<file path="config.mk">
export PLATFORM = sky130hd
export DESIGN_NAME = ram_fifo_ctrl
export DESIGN_NICKNAME = d
export VERILOG_FILES = /design/src/rtl/ram_fifo_ctrl_pkg.sv /design/src/rtl/ram_fifo_ctrl_fifo_ptr.sv /design/src/rtl/ram_fifo_ctrl.sv
export SDC_FILE = /design/constraint.sdc
export NUM_CORES = 1
export LEC_CHECK = 0
export CAP_MARGIN = 25
export CORE_MARGIN = 2
export CORE_UTILIZATION = 33
export CTS_CLUSTER_SIZE = 8
export DETAILED_ROUTE_END_ITERATION = 10
export GPL_TIMING_DRIVEN = 0
export PLACE_DENSITY = 0.75
export SYNTH_ARGS = -nofsm -noshare
export SYNTH_HDL_FRONTEND = slang
export SYNTH_SLANG_ARGS = --single-unit
</file>
<file path="constraint.sdc">
create_clock -name clk -period 2.66 [get_ports clk]
set_input_delay 0.532 -clock clk [delete_from_list [all_inputs] [get_ports clk]]
set_output_delay 0.532 -clock clk [all_outputs]
set_load 0.01 [all_outputs]
</file>
<file path="src/rtl/ram_fifo_ctrl_pkg.sv">
`default_nettype none
// ============================================================================
// Module   : ram_fifo_ctrl_pkg
// Brief    : Shared sizing for the RAM-backed FIFO and its 16x8 block RAM.
// Revision : 1.0  initial release
// ============================================================================
package ram_fifo_ctrl_pkg;

    localparam int FIFO_DATA_W   = 8;
    localparam int FIFO_ADDR_W   = 4;
    localparam int FIFO_DEPTH    = 2 ** FIFO_ADDR_W;
    localparam int FIFO_AF_LEVEL = 12;

endpackage : ram_fifo_ctrl_pkg
`default_nettype wire

</file>
<file path="src/rtl/ram_fifo_ctrl_fifo_ptr.sv">
`default_nettype none
// ============================================================================
// Module   : fifo_ptr
// Brief    : Wrapping ADDR_W-bit address counter with increment enable.
// Revision : 1.0  initial release
// ============================================================================
module fifo_ptr
    import ram_fifo_ctrl_pkg::*;
#(
    parameter int ADDR_W = FIFO_ADDR_W
) (
    input  logic              clk,
    input  logic              rst,
    input  logic              en,
    output logic [ADDR_W-1:0] ptr
);

    logic [ADDR_W-1:0] r_ptr;

    // Natural modulo-2**ADDR_W overflow provides the 15 -> 0 wrap.
    always_ff @(posedge clk) begin
        if (rst) begin
            r_ptr <= '0;
        end else if (en) begin
            r_ptr <= r_ptr + 1'b1;
        end
    end

    assign ptr = r_ptr;

endmodule : fifo_ptr
`default_nettype wire

</file>
<file path="src/rtl/ram_fifo_ctrl.sv">
`default_nettype none
// ============================================================================
// Module   : ram_fifo_ctrl
// Brief    : Push/pop FIFO controller driving an external 1-cycle-latency RAM.
// Revision : 1.0  initial release
// ============================================================================
module ram_fifo_ctrl
    import ram_fifo_ctrl_pkg::*;
#(
    parameter int DATA_W   = FIFO_DATA_W,
    parameter int ADDR_W   = FIFO_ADDR_W,
    parameter int AF_LEVEL = FIFO_AF_LEVEL
) (
    input  logic              clk,
    input  logic              rst,
    input  logic              push,
    input  logic [DATA_W-1:0] push_data,
    input  logic              pop,
    output logic [DATA_W-1:0] pop_data,
    output logic              pop_valid,
    output logic              full,
    output logic              empty,
    output logic              almost_full,
    output logic [ADDR_W:0]   count,
    output logic              overflow,
    output logic              underflow,
    output logic              ram_w_en,
    output logic [ADDR_W-1:0] ram_w_add,
    output logic [DATA_W-1:0] ram_w_data,
    output logic              ram_r_en,
    output logic [ADDR_W-1:0] ram_r_add,
    input  logic [DATA_W-1:0] ram_r_data
);

    localparam logic [ADDR_W:0] c_DEPTH    = (ADDR_W+1)'(2 ** ADDR_W);
    localparam logic [ADDR_W:0] c_AF_LEVEL = (ADDR_W+1)'(AF_LEVEL);

    logic [ADDR_W:0]   r_count;
    logic              r_pop_valid;
    logic              r_overflow;
    logic              r_underflow;
    logic              w_full;
    logic              w_empty;
    logic              w_push_acc;
    logic              w_pop_acc;
    logic [ADDR_W-1:0] w_wr_ptr;
    logic [ADDR_W-1:0] w_rd_ptr;

    assign w_full  = (r_count == c_DEPTH);
    assign w_empty = (r_count == '0);

    // Acceptance looks only at pre-edge occupancy: no write-through, no bypass.
    assign w_push_acc = push & ~w_full;
    assign w_pop_acc  = pop & ~w_empty;

    fifo_ptr #(.ADDR_W(ADDR_W)) u_wr_ptr (
        .clk (clk),
        .rst (rst),
        .en  (w_push_acc),
        .ptr (w_wr_ptr)
    );

    fifo_ptr #(.ADDR_W(ADDR_W)) u_rd_ptr (
        .clk (clk),
        .rst (rst),
        .en  (w_pop_acc),
        .ptr (w_rd_ptr)
    );

    always_ff @(posedge clk) begin
        if (rst) begin
            r_count     <= '0;
            r_pop_valid <= 1'b0;
            r_overflow  <= 1'b0;
            r_underflow <= 1'b0;
        end else begin
            r_pop_valid <= w_pop_acc;
            r_overflow  <= r_overflow  | (push & w_full);
            r_underflow <= r_underflow | (pop & w_empty);
            case ({w_push_acc, w_pop_acc})
                2'b10:   r_count <= r_count + 1'b1;
                2'b01:   r_count <= r_count - 1'b1;
                default: r_count <= r_count;
            endcase
        end
    end

    assign ram_w_en    = w_push_acc;
    assign ram_w_add   = w_wr_ptr;
    assign ram_w_data  = push_data;
    assign ram_r_en    = w_pop_acc;
    assign ram_r_add   = w_rd_ptr;

    // RAM output is already registered, so it is presented unbuffered.
    assign pop_data    = ram_r_data;
    assign pop_valid   = r_pop_valid;

    assign full        = w_full;
    assign empty       = w_empty;
    assign almost_full = (r_count >= c_AF_LEVEL);
    assign count       = r_count;
    assign overflow    = r_overflow;
    assign underflow   = r_underflow;

endmodule : ram_fifo_ctrl
`default_nettype wire

</file>
==> impl_metrics.toml <==
[timing]
finalSetupViolCount = 0
timing.slew.headroom_pct = 69.3
final-max-slew-violation-count = 0
rsz0062_at_grt = "true"
clock.fmax_mhz = 382
period_share_pct = 98.4
worst_pin_slew_ns = 0.460
finalCriticalPeriod_ns = 2.62
hold_viol = 0
fin_worst_skew_ns = 0.00613

[min_path]
worstHoldPathCells = 2
hp-start = "underflow"
hold_path.class = "flop to flop"
worst_hold_path.endpoint = "underflow"

[power]
powerDensity_nw_per_um2 = 894
power.total_mw = 1.36
vdd_ir_drop_max_uv = 768
p_leak_nw = 0.642

[detailed_routing]
drc = 0
detail_route.vias_per_cell = 4.64
wire_per_inst_microns = 11.5
drtIter0Drc = 16
ant_nets = 0
firstDrtPassIters = 4
wirelength_microns = 2100
vias = 844

[floorplan]
die_area_sq_um = 3240
initial_core_util_pct = 34.1
die_w_microns = 56.9
num_rows = 19
die_h_microns = 56.9
io-pin-count = 57
core_area_sq_um = 2710

[synthesis]
synth_cell_type_count = 24
syn_inst = 103
syn_area_per_cell_sq_um = 8.98
yosysWarningCount = 0
synth_nets = 130
syn_area_sq_um = 925
ys_seq_area_share_pct = 34.6
synth-seq-cells = 16

[clock_tree]
numCtsBuffers = 3
clk_latency_ns = 0.28
cts_tree = "done"
cts-htree-levels = 1
clockBufferDepth = 2
cts.clk_slew.worst_paths_ns = 0.10
cts_num_sinks = 16
hold_buffers = 0
root_buffer = "clkbuf_4"

[finish]
fin_cells = 182
mostFrequentLayoutCells = "38 x clkdlybuf4s50_1, 23 x buf_4, 18 x nor2_1, 13 x dfxtp_1, 6 x xor2_1"
final_common_cell = "clkdlybuf4s50_1"
drive_gt1_share_pct = 29.8
area_growth_pct = 64.4
n_antenna_cell = 0
fin_nets = 180
nFillCells = 256

[worst_setup_path]
critPathMaxStageDelay_ns = 0.60
crit_chain = "or4_4 > o21a_4 > inv_4 > ha_4 > ha_4 > a21oi_4 > a21oi_2 > or4_1 > a21oi_2"
endpoint_kind = "flop"
cp-start-kind = "flop"
r2r-end = "count[4]"
crit_path_top_delay_cell = "or4_4"
cp_max_fo = 8
required_ns = 2.88
ff2ff_path_depth = 9
rrSetupSlack_ns = 0.04
cp.arrival_ns = 2.84
path_class = "flop to flop"
rr_startpoint = "count[3]"

[global_route]
use_met2_pct = 21.2
grt_max_degree = 11
grt_pass1_vias = 761
antenna_found_initial = 0
grt_use_total_pct = 12.5
grt_overflow = 0
busiest_layer = "met2"
use_met1_pct = 16.5
grt_first_pass_wirelength_microns = 3320
gr-usage-met3_pct = 3.17

[run_status]
outcome = "finished clean"

[placement]
place_inst = 173
dp_hpwl_microns = 1520
port_buffers = 39
gp_congestion = 0.786

[job]
cap_violations = 0
## routing by layer
layer | up-vias | routed length (microns)
met1 | 381 | 947
li1 | 426 | -
met5 | - | 0
met4 | 0 | 9
met2 | 35 | 1010
met3 | 2 | 134
## cells in the mapped netlist
cell type | instances | area share (%)
or4_1 | 2 | 1.6
o21a_4 | 1 | 1.6
dfxtp_1 | 16 | 35
o21ai_4 | 1 | 1.8
nand3_1 | 1 | 0.54
o211ai_1 | 4 | 3.2
o31ai_1 | 1 | 0.81
xor2_1 | 6 | 5.7
inv_1 | 4 | 1.6
nand2_1 | 3 | 1.2
or3_1 | 1 | 0.68
a21oi_1 | 7 | 3.8
buf_4 | 16 | 13
fa_1 | 1 | 2.2
nor2_1 | 18 | 7.3
buf_6 | 1 | 1.2
mux2i_1 | 3 | 3.2
nor4bb_1 | 1 | 1.1
clkbuf_1 | 3 | 1.2
and3_1 | 3 | 2.0
nor4_1 | 1 | 0.68
xnor2_1 | 2 | 1.9
a21o_1 | 1 | 0.81
ha_1 | 6 | 8.1
## final cells by class
type	instances	area [sq um]	area share [%]
tap	31	38.8	2.55
multi-input combinational	63	536	35.2
timing repair buffer	46	445	29.3
buffer	19	131	8.64
inverter	4	17.5	1.15
sequential	16	329	21.6
clock buffer	3	22.5	1.48
## sequential cells by signal (all words and copies together), names as in the netlist
signal and cells:
count 5, overflow 1, pop_valid 1, u_rd_ptr.ptr 4
u_wr_ptr.ptr 4, underflow 1
## worst max-delay path: cells and delay by family, from the launching register on
kind | cells | cell delay, ns
AOI/OAI and AO/OA | 4 | 0.61
DFF | 1 | 0.35
adders and majority gates | 2 | 0.44
buffers and inverters | 1 | 0.06
and+or+nand+nor | 2 | 1.09
## through the flow
step                hold WS [ns]  setup TNS, ns  utilization (%)  area [sq um]  setup WS [ns]
floorplan                  0.502              0                -           957        0.00464
global placement           0.447        -0.0652             51.2          1390        -0.0575
detailed placement         0.454         -0.150             51.2          1390         -0.106
CTS                        0.479              0             54.3          1470        0.00805
global route               0.502        -0.0346             56.1          1520        -0.0346
finish                     0.474              0             56.1          1520         0.0434
## cells by family after synthesis
family | Yosys count | share of synthesized area, %
buffers and inverters | 24 | 17.0
DFF | 16 | 34.6
AOI/OAI and AO/OA | 15 | 12.0
muxes | 3 | 3.25
and+or+nand+nor | 30 | 15.2
xor gates and xnor gates | 8 | 7.58
adders and majority gates | 7 | 10.3
## worst max-delay path by stage
stage	from	end	slack [ns]	cells after the start
after global placement	count[2]	count[4]	-0.06	10
after global routing	count[3]	count[4]	-0.03	9
final	count[3]	count[4]	0.04	9
after CTS	count[2]	count[4]	0.008	10
after detailed placement	push	count[4]	-0.11	9
after floorplan	count[2]	count[4]	0.005	10
## power by group
group          switching, mW  leakage [nW]  internal, mW  total [mW]
Sequential            0.0583         0.132         0.309       0.367
Combinational          0.400         0.495         0.466       0.867
Clock                 0.0738        0.0138        0.0524       0.126
## repair_timing
action | CTS | global route
pin swaps | 4 | 7
endpoints found under the setup margin | 2 | 2
gates resized for setup | 8 | 8
cloned | 0 | 0
buffers inserted | 4 | 3
No activity file was read; power rests on OpenSTA's default activity.
